===== src/rtl/cvif_csb_req_adapter_pkg.sv =====
// Shared types and constants for the CVIF CSB request adapter.
package cvif_csb_pkg;

   localparam int ADDR_W   = 22;
   localparam int DATA_W   = 32;
   localparam int OFFSET_W = 12;

   // CVIF window 0x3000-0x3FFF in byte space: CSB word address bits [21:10]
   localparam logic [11:0] CVIF_BLOCK_BASE = 12'h003;

   typedef enum logic [1:0] {
      IDLE  = 2'd0,
      ISSUE = 2'd1,
      RESP  = 2'd2
   } csb_state_t;

   // CSB word address -> register block byte offset
   function automatic logic [OFFSET_W-1:0] csb_offset(input logic [ADDR_W-1:0] addr);
      return {addr[9:0], 2'b00};
   endfunction

endpackage


===== src/rtl/cvif_csb_req_adapter_if.sv =====
// CSB request/response channels plus the CVIF register block bus.
// slave: the adapter; master: the CSB master and register block around it.
interface cvif_csb_req_adapter_if;

   logic                            req_pvld;
   logic                            req_prdy;
   logic [cvif_csb_pkg::ADDR_W-1:0] req_addr;
   logic [cvif_csb_pkg::DATA_W-1:0] req_wdat;
   logic                            req_write;
   logic                            req_nposted;

   logic                            resp_valid;
   logic                            resp_ready;
   logic                            resp_is_wr;
   logic                            resp_error;
   logic [cvif_csb_pkg::DATA_W-1:0] resp_rdat;

   logic [cvif_csb_pkg::OFFSET_W-1:0] reg_offset;
   logic                              reg_wr_en;
   logic [cvif_csb_pkg::DATA_W-1:0]   reg_wr_data;
   logic [cvif_csb_pkg::DATA_W-1:0]   reg_rd_data;

   modport slave (
      input  req_pvld, req_addr, req_wdat, req_write, req_nposted,
      input  resp_ready, reg_rd_data,
      output req_prdy, resp_valid, resp_is_wr, resp_error, resp_rdat,
      output reg_offset, reg_wr_en, reg_wr_data
   );

   modport master (
      output req_pvld, req_addr, req_wdat, req_write, req_nposted,
      output resp_ready, reg_rd_data,
      input  req_prdy, resp_valid, resp_is_wr, resp_error, resp_rdat,
      input  reg_offset, reg_wr_en, reg_wr_data
   );

endinterface


===== src/rtl/cvif_csb_req_adapter.sv =====
// CVIF CSB request adapter: one CSB request in flight, drives the CVIF
// register block and returns read data / non-posted write acks.
// Optional macro CVIF_CSB_ERR_CNT_EN adds a saturating out-of-range counter
// on err_cnt; without it err_cnt is tied to zero.
module cvif_csb_req_adapter
   import cvif_csb_pkg::*;
#(
   parameter logic [11:0] BLOCK_BASE = CVIF_BLOCK_BASE,
   parameter int          ERR_CNT_W  = 8
) (
   input  logic                 nvdla_core_clk,
   input  logic                 nvdla_core_rstn,
   cvif_csb_req_adapter_if.slave bus,
   output logic [ERR_CNT_W-1:0] err_cnt
);

   csb_state_t state, state_nxt;
   logic       accept;
   logic       wr_q, np_q, hit_q;

   // state register
   always_ff @(posedge nvdla_core_clk) begin
      if (!nvdla_core_rstn) state <= IDLE;
      else                  state <= state_nxt;
   end

   // next state and handshake/strobe outputs; strobes are masked during
   // reset so an aborted ISSUE never reaches the register block
   always_comb begin
      state_nxt       = state;
      accept          = 1'b0;
      bus.req_prdy    = 1'b0;
      bus.resp_valid  = 1'b0;
      bus.reg_wr_en   = 1'b0;
      case (state)
         IDLE: begin
            bus.req_prdy = nvdla_core_rstn;
            if (bus.req_pvld) begin
               accept    = 1'b1;
               state_nxt = ISSUE;
            end
         end
         ISSUE: begin
            bus.reg_wr_en = wr_q & hit_q & nvdla_core_rstn;
            state_nxt     = (!wr_q || np_q) ? RESP : IDLE;
         end
         RESP: begin
            bus.resp_valid = 1'b1;
            if (bus.resp_ready) state_nxt = IDLE;
         end
         default: state_nxt = IDLE;
      endcase
   end

   // request capture; offset and write data hold between requests
   always_ff @(posedge nvdla_core_clk) begin
      if (!nvdla_core_rstn) begin
         bus.reg_offset  <= '0;
         bus.reg_wr_data <= '0;
         wr_q            <= 1'b0;
         np_q            <= 1'b0;
         hit_q           <= 1'b0;
      end else if (accept) begin
         bus.reg_offset  <= csb_offset(bus.req_addr);
         bus.reg_wr_data <= bus.req_wdat;
         wr_q            <= bus.req_write;
         np_q            <= bus.req_nposted;
         hit_q           <= (bus.req_addr[21:10] == BLOCK_BASE);
      end
   end

   // response fields latched at the end of ISSUE, stable through RESP
   always_ff @(posedge nvdla_core_clk) begin
      if (!nvdla_core_rstn) begin
         bus.resp_is_wr <= 1'b0;
         bus.resp_error <= 1'b0;
         bus.resp_rdat  <= '0;
      end else if (state == ISSUE) begin
         bus.resp_is_wr <= wr_q;
         bus.resp_error <= !hit_q;
         bus.resp_rdat  <= (!wr_q && hit_q) ? bus.reg_rd_data : '0;
      end
   end

`ifdef CVIF_CSB_ERR_CNT_EN
   logic [ERR_CNT_W-1:0] err_cnt_q;

   // saturating count of out-of-range ISSUE cycles
   always_ff @(posedge nvdla_core_clk) begin
      if (!nvdla_core_rstn)
         err_cnt_q <= '0;
      else if (state == ISSUE && !hit_q && err_cnt_q != {ERR_CNT_W{1'b1}})
         err_cnt_q <= err_cnt_q + 1'b1;
   end

   assign err_cnt = err_cnt_q;
`else
   assign err_cnt = '0;
`endif

endmodule


===== src/flat_wrapper.sv =====
// flat-port wrapper written by rule: the top's interface ports become plain ports
module cvif_csb_req_adapter_flat import cvif_csb_pkg::*;
#(
   parameter logic [11:0] BLOCK_BASE = CVIF_BLOCK_BASE,
   parameter int          ERR_CNT_W  = 8
)
  (nvdla_core_clk, nvdla_core_rstn, err_cnt, bus_req_pvld, bus_req_addr, bus_req_wdat, bus_req_write, bus_req_nposted, bus_resp_ready, bus_reg_rd_data, bus_req_prdy, bus_resp_valid, bus_resp_is_wr, bus_resp_error, bus_resp_rdat, bus_reg_offset, bus_reg_wr_en, bus_reg_wr_data);
  cvif_csb_req_adapter_if bus_i ();
  input  logic nvdla_core_clk;
  input  logic nvdla_core_rstn;
  output logic [ERR_CNT_W-1:0] err_cnt;
  input wire logic [$bits(bus_i.req_pvld)-1:0] bus_req_pvld;
  input wire logic [$bits(bus_i.req_addr)-1:0] bus_req_addr;
  input wire logic [$bits(bus_i.req_wdat)-1:0] bus_req_wdat;
  input wire logic [$bits(bus_i.req_write)-1:0] bus_req_write;
  input wire logic [$bits(bus_i.req_nposted)-1:0] bus_req_nposted;
  input wire logic [$bits(bus_i.resp_ready)-1:0] bus_resp_ready;
  input wire logic [$bits(bus_i.reg_rd_data)-1:0] bus_reg_rd_data;
  output wire logic [$bits(bus_i.req_prdy)-1:0] bus_req_prdy;
  output wire logic [$bits(bus_i.resp_valid)-1:0] bus_resp_valid;
  output wire logic [$bits(bus_i.resp_is_wr)-1:0] bus_resp_is_wr;
  output wire logic [$bits(bus_i.resp_error)-1:0] bus_resp_error;
  output wire logic [$bits(bus_i.resp_rdat)-1:0] bus_resp_rdat;
  output wire logic [$bits(bus_i.reg_offset)-1:0] bus_reg_offset;
  output wire logic [$bits(bus_i.reg_wr_en)-1:0] bus_reg_wr_en;
  output wire logic [$bits(bus_i.reg_wr_data)-1:0] bus_reg_wr_data;
  assign bus_i.req_pvld = bus_req_pvld;
  assign bus_i.req_addr = bus_req_addr;
  assign bus_i.req_wdat = bus_req_wdat;
  assign bus_i.req_write = bus_req_write;
  assign bus_i.req_nposted = bus_req_nposted;
  assign bus_i.resp_ready = bus_resp_ready;
  assign bus_i.reg_rd_data = bus_reg_rd_data;
  assign bus_req_prdy = bus_i.req_prdy;
  assign bus_resp_valid = bus_i.resp_valid;
  assign bus_resp_is_wr = bus_i.resp_is_wr;
  assign bus_resp_error = bus_i.resp_error;
  assign bus_resp_rdat = bus_i.resp_rdat;
  assign bus_reg_offset = bus_i.reg_offset;
  assign bus_reg_wr_en = bus_i.reg_wr_en;
  assign bus_reg_wr_data = bus_i.reg_wr_data;
  cvif_csb_req_adapter #(.BLOCK_BASE(BLOCK_BASE), .ERR_CNT_W(ERR_CNT_W)) u_core (.nvdla_core_clk(nvdla_core_clk), .nvdla_core_rstn(nvdla_core_rstn), .bus(bus_i), .err_cnt(err_cnt));
endmodule

===== config.mk =====
export PLATFORM = sky130hd
export DESIGN_NAME = cvif_csb_req_adapter_flat
export DESIGN_NICKNAME = d
export VERILOG_FILES = /design/src/rtl/cvif_csb_req_adapter_pkg.sv /design/src/rtl/cvif_csb_req_adapter_if.sv /design/src/rtl/cvif_csb_req_adapter.sv /design/src/flat_wrapper.sv
export SDC_FILE = /design/constraint.sdc
export NUM_CORES = 1
export LEC_CHECK = 0
export CORE_MARGIN = 2
export CORE_UTILIZATION = 25
export DETAILED_ROUTE_END_ITERATION = 10
export PLACE_DENSITY = 0.62
export SYNTH_ARGS = -nofsm -noshare
export SYNTH_HDL_FRONTEND = slang
export SYNTH_SLANG_ARGS = --single-unit

===== constraint.sdc =====
create_clock -name nvdla_core_clk -period 1.75 [get_ports nvdla_core_clk]
set_clock_uncertainty 0.15 [all_clocks]
set_input_delay 0.175 -clock nvdla_core_clk [delete_from_list [all_inputs] [get_ports nvdla_core_clk]]
set_output_delay 0.175 -clock nvdla_core_clk [all_outputs]
set_load 0.05 [all_outputs]

## Word level (Yosys, flattened, before mapping)

Cells that the tools add are included.

- Memories kept: 0
- Word-level logic and storage cells: 32
- Memory bits (writable): 0
- Output and inout port bits: 89
- Register bits: 81
- Latch bits: 0
- Input port bits: 92
- ROM bits: 0

- Multipliers: 0
- Bitwise gates (word level): 2
- Div/mod/pow operators: 0
- Order comparisons: 0
- Add/subtract/negate cells: 0
- Reductions and logical operators: 6
- Equal/unequal tests: 5
- Shifts and indexed selects: 0
- Multiplexer cells: 10

Operator list:

| operator | count |
|---|---|
| 32-bit 2-to-1 mux | 1 |
| 12-bit by 2-bit equality test with 1-bit output, second input constant | 1 |
| 2-bit 2-to-1 mux | 3 |
| 2-bit one-hot mux with 3 select lines | 1 |
| 1-bit 2-to-1 mux | 5 |
| 2-bit != test, second input constant | 2 |
| 1-bit bitwise AND | 2 |
| 2-bit by 1-bit equality test with 1-bit output, second input constant | 1 |
| 2-bit equality test, second input constant | 1 |
| 1-bit zero test | 2 |
| 2-bit zero test | 1 |
| 2-bit AND reduction | 1 |
| 1-bit logical AND | 1 |
| 1-bit logical OR | 1 |

## Logic depth before layout (Yosys ltp)

Gate-level depths: netlist (run 1).

- Depth in word-level cells: 4
- Depth in mapped cells: 5
- Gate-level depth less buffers: 3

## Least setup slack after synthesis (run 1)

OpenSTA, ideal clock, no wires.

- Kind: input to register
- From: input nvdla_core_rstn
- To: register u_core.state[0]
- Path slack: -0.329 ns
- Stages on the path: 3
- Library setup time: 0.065 ns
- Arrival: 1.863 ns
- Cells stage by stage: clkbuf_1 nor3b_1 and2_1

RTL lines:

| element | line | RTL |
|---|---|---|
| from (decl) | flat_wrapper.sv:10 | `input logic nvdla_core_rstn;` |
| to (signal assigned) | cvif_csb_req_adapter.sv:24 | `else state <= state_nxt;` |
| to (decl) | cvif_csb_req_adapter.sv:17 | `csb_state_t state, state_nxt;` |

## Final worst setup path (run 1)

- From: register u_core.state[1]
- To: output bus_reg_wr_en

- Cells in the longest elaborated chain, start to end: 2

Ends and longest elaborated chain:

| element | line | RTL |
|---|---|---|
| 2-bit by 1-bit equality test with 1-bit output | cvif_csb_req_adapter.sv:35 | `case (state)` |
| 1-bit 2-to-1 mux | cvif_csb_req_adapter.sv:35 |  |
| to (decl) | flat_wrapper.sv:25 | `output wire logic [$bits(bus_i.reg_wr_en)-1:0] bus_reg_wr_en;` |

No other way between the ends.

==> results of run 1 <==
## state kept, by name (all words and copies together), names as in the netlist
register / cells
u_core.bus.reg_wr_data: 32
u_core.bus.resp_rdat: 32
u_core.bus.reg_offset: 10
u_core.state: 2
u_core.bus.resp_error: 1
u_core.bus.resp_is_wr: 1
u_core.hit_q: 1
u_core.np_q: 1
u_core.wr_q: 1
## cells by family (layout without fill, tap and decap cells)
group                  Yosys count  in the layout  synth area share
DFF                             81             81             0.510
AOI/OAI and AO/OA               80             80             0.188
muxes                            1              1           0.00315
and+or+nand+nor                138            138             0.208
buffers and inverters           37            199            0.0904
other                            1             10           0.00118
## worst reg2reg max path, cell delays in order (launching register included)
cell,delay [ps]
dfxtp_1,340
buf_4,160
nor3b_4,250
buf_12,210
nand4_1,150
a21boi_1,170
## through the flow
step	setup TNS [ps]	worst slack, ps	cells	hold slack, ps
2_1_floorplan	0	50.1	347	147
3_3_place_gp	-50.3	-50.3	665	292
3_5_place_dp	-38.2	-38.2	665	295
4_1_cts	0	50.0	681	94.8
5_1_grt	0	20.7	681	124
6_report	0	108	681	102
## worst max-delay path by stage
stage / end / slack (ps) / depth (start not counted)
detailed placement: u_core.hit_q$_SDFFE_PN0P_ / -40 / 6
CTS: bus_reg_wr_en / 50 / 4
global placement: u_core.hit_q$_SDFFE_PN0P_ / -50 / 6
global route: bus_reg_wr_en / 20 / 4
floorplan: u_core.state[1]$_SDFFE_PN0P_ / 50 / 3
finish: bus_reg_wr_en / 110 / 4
## final cells by class
cell class | instances | area [µm²] | area share
Sequential cell | 81 | 1620 | 0.316
Timing Repair Buffer | 182 | 1650 | 0.321
Tap cell | 172 | 215 | 0.0418
Inverter | 1 | 3.75 | 0.000730
Multi-Input combinational cell | 229 | 1320 | 0.257
Clock inverter | 7 | 101 | 0.0197
Clock buffer | 9 | 225 | 0.0438
## power by group
group | switching (µW) | internal (µW)
clock | 769 | 1260
sequential | 38.6 | 1920
combinational | 496 | 377
## metal layers
layer	share of wire	GRT usage	vias up
met2	0.49	0.213	97
met1	0.41	0.142	1345
met5	0	0	-
li1	-	-	1437
met3	0.076	0.0335	10
met4	0.017	0.0518	0
## cells in the mapped netlist
master	count
nor4_1	2
o21a_1	2
nor2b_1	35
nor4bb_1	1
conb_1	1
a21boi_1	41
nor3b_1	1
nor3b_4	1
and4bb_2	1
buf_4	11
nor2_1	2
and2_1	2
mux2i_1	1
buf_2	2
nand2_1	89
buf_6	14
nand2b_1	1
or3b_1	1
nand4_1	1
a21oi_1	1
nand3_1	1
inv_1	1
dfxtp_1	81
clkbuf_1	9
a22oi_1	32
a21boi_0	4
## layout by cell type, fill, tap and decap left out, types with 2 or more instances in the layout
master / instances
conb_1: 10
a22oi_1: 32
nand2_1: 89
o21a_1: 2
buf_4: 86
dfxtp_1: 80
nor4_1: 2
clkinvlp_4: 2
and2_1: 2
clkbuf_16: 9
clkdlybuf4s50_1: 90
nor2b_1: 35
a21boi_0: 4
a21boi_1: 41
inv_6: 2
bufinv_16: 2
buf_12: 5
## timing repair
item,in CTS,in global routing
endpoints found under the setup margin,0,14
hold buffers,0,0
gates resized for setup,0,3
hold endpoints to repair,0,0
==> impl_metrics.csv, run 1 <==
group,metric,value,unit
clock_network,cts.sinks,81,
setup_path,crit_chain,"nand2b_1 > buf_4 > nor2_4 > buf_12",
yosys,synth.area.top_cells,"dfxtp_1 51%, nand2_1 10%, a21boi_1 9.7%, a22oi_1 7.6%, nor2b_1 6.9%",
detailed_routing,vias_per_cell,4.24,
setup_path,r2r_start,"u_core.state[1]$_SDFFE_PN0P_",
die,die_h,117,µm
clock_network,cts.htree.levels,3,
yosys,ys_ff_latch,81,
detailed_routing,drt.antenna.violating_nets,0,
placed_design,io_buffers,170,
yosys,yosysTopAreaCell,"dfxtp_1",
die,num_rows,41,
detailed_routing,wl_per_cell,12.5,µm
setup_path,worstPathMaxFanout,18,
setup_path,cp_num_buf_inv,2,
detailed_routing,num_vias,2889,
clock_network,cts_made_buffers,9,
sta,max_freq,609,MHz
clock_network,cts_tree,"done",
global_routing,grt.overflow.total,0,
setup_path,worstPathRequired,1420,ps
sta,period_needed,1640,ps
setup_path,cp.arrival,1320,ps
setup_path,crit_path_max_incr_delay,340,ps
clock_network,clockRootBuffer,"clkbuf_16",
yosys,seq_area_frac_synth,0.510,
sta,report.final.hold_viol_count,0,
hold_path,hold_path.class,"input pin to register",
yosys,yosys_warnings,0,
sta,slew_viol_final,0,
placed_design,dpl_cell_area,0.00481,mm²
detailed_routing,drcViolationCount,0,
global_routing,grt_max_degree,44,
yosys,synth_cell_types,26,
yosys,syn_area,0.00318,mm²
setup_path,reg2reg_depth,5,
flow_run,maxCapViolCount,0,
finish,drive_above_1_share,0.222,
finish,fillers,1256,
clock_network,clk_pin_slew,60,ps
clock_network,post_cts_buffers,0,
finish,fin_util,0.411,
finish,nets,596,
sta,fin_crit_sh,0.938,
hold_path,hold_end,"u_core.state[1]$_SDFFE_PN0P_",
hold_path,min_path_cells,2,
power_and_ir_drop,power.density,944,mW/mm²
setup_path,r2r-end,"u_core.hit_q$_SDFFE_PN0P_",
setup_path,slowest_stage,"dfxtp_1",
die,io_pins,181,
finish,n_antenna_cell,0,
global_routing,antenna_found_initial,0,
detailed_routing,drt-initial-drc-count,194,
finish,final_area,0.00514,mm²
yosys,avgSynthCellArea,9.41,µm²
die,die_area,0.0136,mm²
setup_path,crit_type,"register to output pin",
yosys,yosys.area.top_type_share,0.510,
die,coreArea,0.0125,mm²
detailed_routing,firstDrtPassIters,4,
die,die_x,117,µm
power_and_ir_drop,ir_drop,0.000450,V
setup_path,crit_start,"u_core.state[1]$_SDFFE_PN0P_",
clock_network,insertion_delay,330,ps
detailed_routing,wl,8.49,mm
yosys,synthCells,338,
global_routing,grt_pass1_wl,13.1,mm
power_and_ir_drop,power,4860,µW
setup_path,cp_top_family,"flip-flops",
setup_path,reg2reg_setup_slack,260,ps
clock_network,cts.path.max_buffers,2,
sta,finalSetupViolCount,0,
placed_design,gp_congestion,0.699,
placed_design,dpl.hpwl,6.22,mm
finish,area_delta_synth_final,61.6,%
setup_path,cp-start-kind,"register",
power_and_ir_drop,leakagePower,0.00206,µW
global_routing,grt_use_total,0.122,
setup_path,worstSetupEndpointType,"output pin",
sta,rsz0062_at_grt,"no",
hold_path,hp-start,"nvdla_core_rstn",
global_routing,grt_pass1_vias,2750,
outcome,status,"finished, final reports clean",
die,initial_core_util,0.254,
(Power assumes the default switching activity.)
==> run 2, diff against run 1 <==
ABC_CLOCK_PERIOD_IN_PS = 1750   (was default)
==> results of run 2 <==
No change in the layout: final DEF, timing and power equal those of run 1.
==> run 3, diff against run 2 <==
CORE_ASPECT_RATIO = 0.8   (was default)
==> run 3 against run 2 <==
Effect of this change: core utilization is 0.75 points higher; count of clock-buffer cells in the layout is 5 higher; clock power hardly changed; combinational power is 0.7% higher; highest routed layer unchanged.
==> impl_metrics.csv, run 3 (synthesis gave the netlist of run 1 again) <==
group,metric,value,unit
setup_path,cp.arrival,1330,ps
finish,n_antenna_cell,0,
placed_design,gp_congestion,0.724,
finish,final_area,0.00514,mm²
setup_path,critPathCapture,"bus_reg_wr_en",
die,die_area,0.0137,mm²
clock_network,clockRootBuffer,"clkbuf_16",
global_routing,grt_pass1_vias,2719,
clock_network,cts.htree.levels,3,
die,num_rows,36,
sta,fin_crit_sh,0.943,
global_routing,grt_use_total,0.132,
die,die_h,105,µm
clock_network,cts.sinks,81,
power_and_ir_drop,p_clk_frac,0.420,
detailed_routing,num_vias,2861,
clock_network,cts.path.max_buffers,2,
clock_network,insertion_delay,330,ps
setup_path,r2r_start,"u_core.state[0]$_SDFFE_PN0P_",
finish,mostFrequentLayoutCell,"clkdlybuf4s50_1",
sta,period_needed,1650,ps
die,die_x,130,µm
clock_network,clk_pin_slew,60,ps
global_routing,antenna_found_initial,0,
clock_network,post_cts_buffers,0,
clock_network,cts_tree,"done",
setup_path,worstSetupEndpointType,"output pin",
sta,fin_tns_setup,0,ps
placed_design,dpl_cell_area,0.00480,mm²
placed_design,dpl.hpwl,6.54,mm
setup_path,reg2reg_depth,5,
sta,slew_viol_final,0,
die,coreArea,0.0123,mm²
sta,report.final.hold_viol_count,0,
outcome,status,"finished, final reports clean",
detailed_routing,vias_per_cell,4.21,
die,initial_core_util,0.259,
power_and_ir_drop,netSwitchingPower,1260,µW
finish,mostFrequentLayoutCells,"90 x clkdlybuf4s50_1, 89 x nand2_1, 85 x buf_4",
sta,max_freq,606,MHz
detailed_routing,drcViolationCount,0,
global_routing,grt_max_degree,36,
global_routing,grt_pass1_wl,14.1,mm
setup_path,crit_type,"register to output pin",
detailed_routing,drt-initial-drc-count,122,
finish,fillers,1218,
setup_path,r2r-end,"u_core.hit_q$_SDFFE_PN0P_",
die,io_pins,181,
setup_path,worstPathRequired,1420,ps
power_and_ir_drop,p_seq_frac,0.401,
power_and_ir_drop,sw_frac_of_total,0.257,
detailed_routing,wl,9.00,mm
detailed_routing,wl_per_cell,13.2,µm
detailed_routing,drt.antenna.violating_nets,0,
finish,reg_top3,"u_core.bus.reg_wr_data: 32 flops, u_core.bus.resp_rdat: 32 flops, u_core.bus.reg_offset: 10 flops",
finish,nets,596,
power_and_ir_drop,ir_drop,0.000391,V
flow_run,maxCapViolCount,0,
sta,rsz0062_at_grt,"no",
setup_path,crit_start,"u_core.state[0]$_SDFFE_PN0P_",
finish,drive_above_1_share,0.218,
power_and_ir_drop,p_comb_frac,0.180,
power_and_ir_drop,intPower,3630,µW
hold_path,hold_path.class,"input pin to register",
detailed_routing,firstDrtPassIters,4,
setup_path,reg2reg_setup_slack,230,ps
power_and_ir_drop,leakagePower,0.00207,µW
global_routing,grt.overflow.total,0,
finish,area_delta_synth_final,61.7,%
clock_network,cts_made_buffers,9,
placed_design,io_buffers,170,
setup_path,worstPathMaxFanout,10,
setup_path,cp-start-kind,"register",
sta,finalSetupViolCount,0,
power_and_ir_drop,power.density,949,mW/mm²
run 3: changes by cell type in the layout (fill, tap and decap cells not counted), sizes merged:
cell	delta
inv	-2
clkbuf	+5
clkinvlp	-2
clkinv	-1
run 3: worst min-delay path by stage:
| stage | start | depth (start not counted) | slack [ps] | end |
|---|---|---|---|---|
| after detailed placement | u_core.bus.reg_wr_data[25]$_SDFFE_PN0P_ | 2 | 300 | u_core.bus.reg_wr_data[25]$_SDFFE_PN0P_ |
| after global routing | nvdla_core_rstn | 2 | 150 | u_core.bus.resp_rdat[28]$_SDFFE_PN0N_ |
| after floorplan | bus_req_pvld | 1 | 150 | u_core.state[0]$_SDFFE_PN0P_ |
| after global placement | u_core.bus.reg_offset[2]$_SDFFE_PN0P_ | 2 | 290 | u_core.bus.reg_offset[2]$_SDFFE_PN0P_ |
| final | nvdla_core_rstn | 2 | 130 | u_core.np_q$_SDFFE_PN0P_ |
| after CTS | nvdla_core_rstn | 2 | 140 | u_core.np_q$_SDFFE_PN0P_ |
run 3: what timing repair did:
| item | in CTS | in global routing |
|---|---|---|
| resized for setup | 0 | 5 |
| endpoints found under the setup margin | 0 | 25 |
| hold buffers | 0 | 0 |
run 3: through the flow:
step	util	hold WS (ps)	std cells	setup WS [ps]	total power, µW
floorplan	-	147	347	50.1	2520
global placement	0.391	293	664	-15.0	2870
detailed placement	0.391	296	664	-23.7	2880
CTS	0.417	139	680	4.69	4960
global route	0.418	147	680	17.7	5100
finish	0.418	134	680	99.2	4880
run 3: cell type report:
cell class | count | area [µm²] | area share
tap | 171 | 214 | 0.0416
inverter | 1 | 3.75 | 0.000730
multi-input combinational | 229 | 1320 | 0.257
timing repair buffer | 182 | 1660 | 0.322
sequential | 81 | 1620 | 0.316
clock inverter | 2 | 60.1 | 0.0117
clock buffer | 14 | 264 | 0.0513
run 3: critical path, cell delays in order, from the launching register on:
cell      delay (ps)
dfxtp_2          340
buf_4            140
nand2b_1          90
buf_6            150
nor2_4           130
buf_12           140
run 3: layer usage:
| metal | part of all wire | global-route usage | vias up |
|---|---|---|---|
| met4 | 0.016 | 0.0522 | 0 |
| li1 | - | - | 1433 |
| met5 | 0 | 0 | - |
| met2 | 0.49 | 0.215 | 84 |
| met1 | 0.43 | 0.157 | 1333 |
| met3 | 0.066 | 0.0471 | 11 |
run 3: power groups by stage:
stage | combinational [µW] | sequential, µW | clock (µW)
floorplan | 304 | 2220 | 0
global placement | 876 | 1990 | 0
detailed placement | 884 | 2000 | 0
CTS | 886 | 1960 | 2120
global route | 932 | 1960 | 2200
finish | 878 | 1960 | 2050
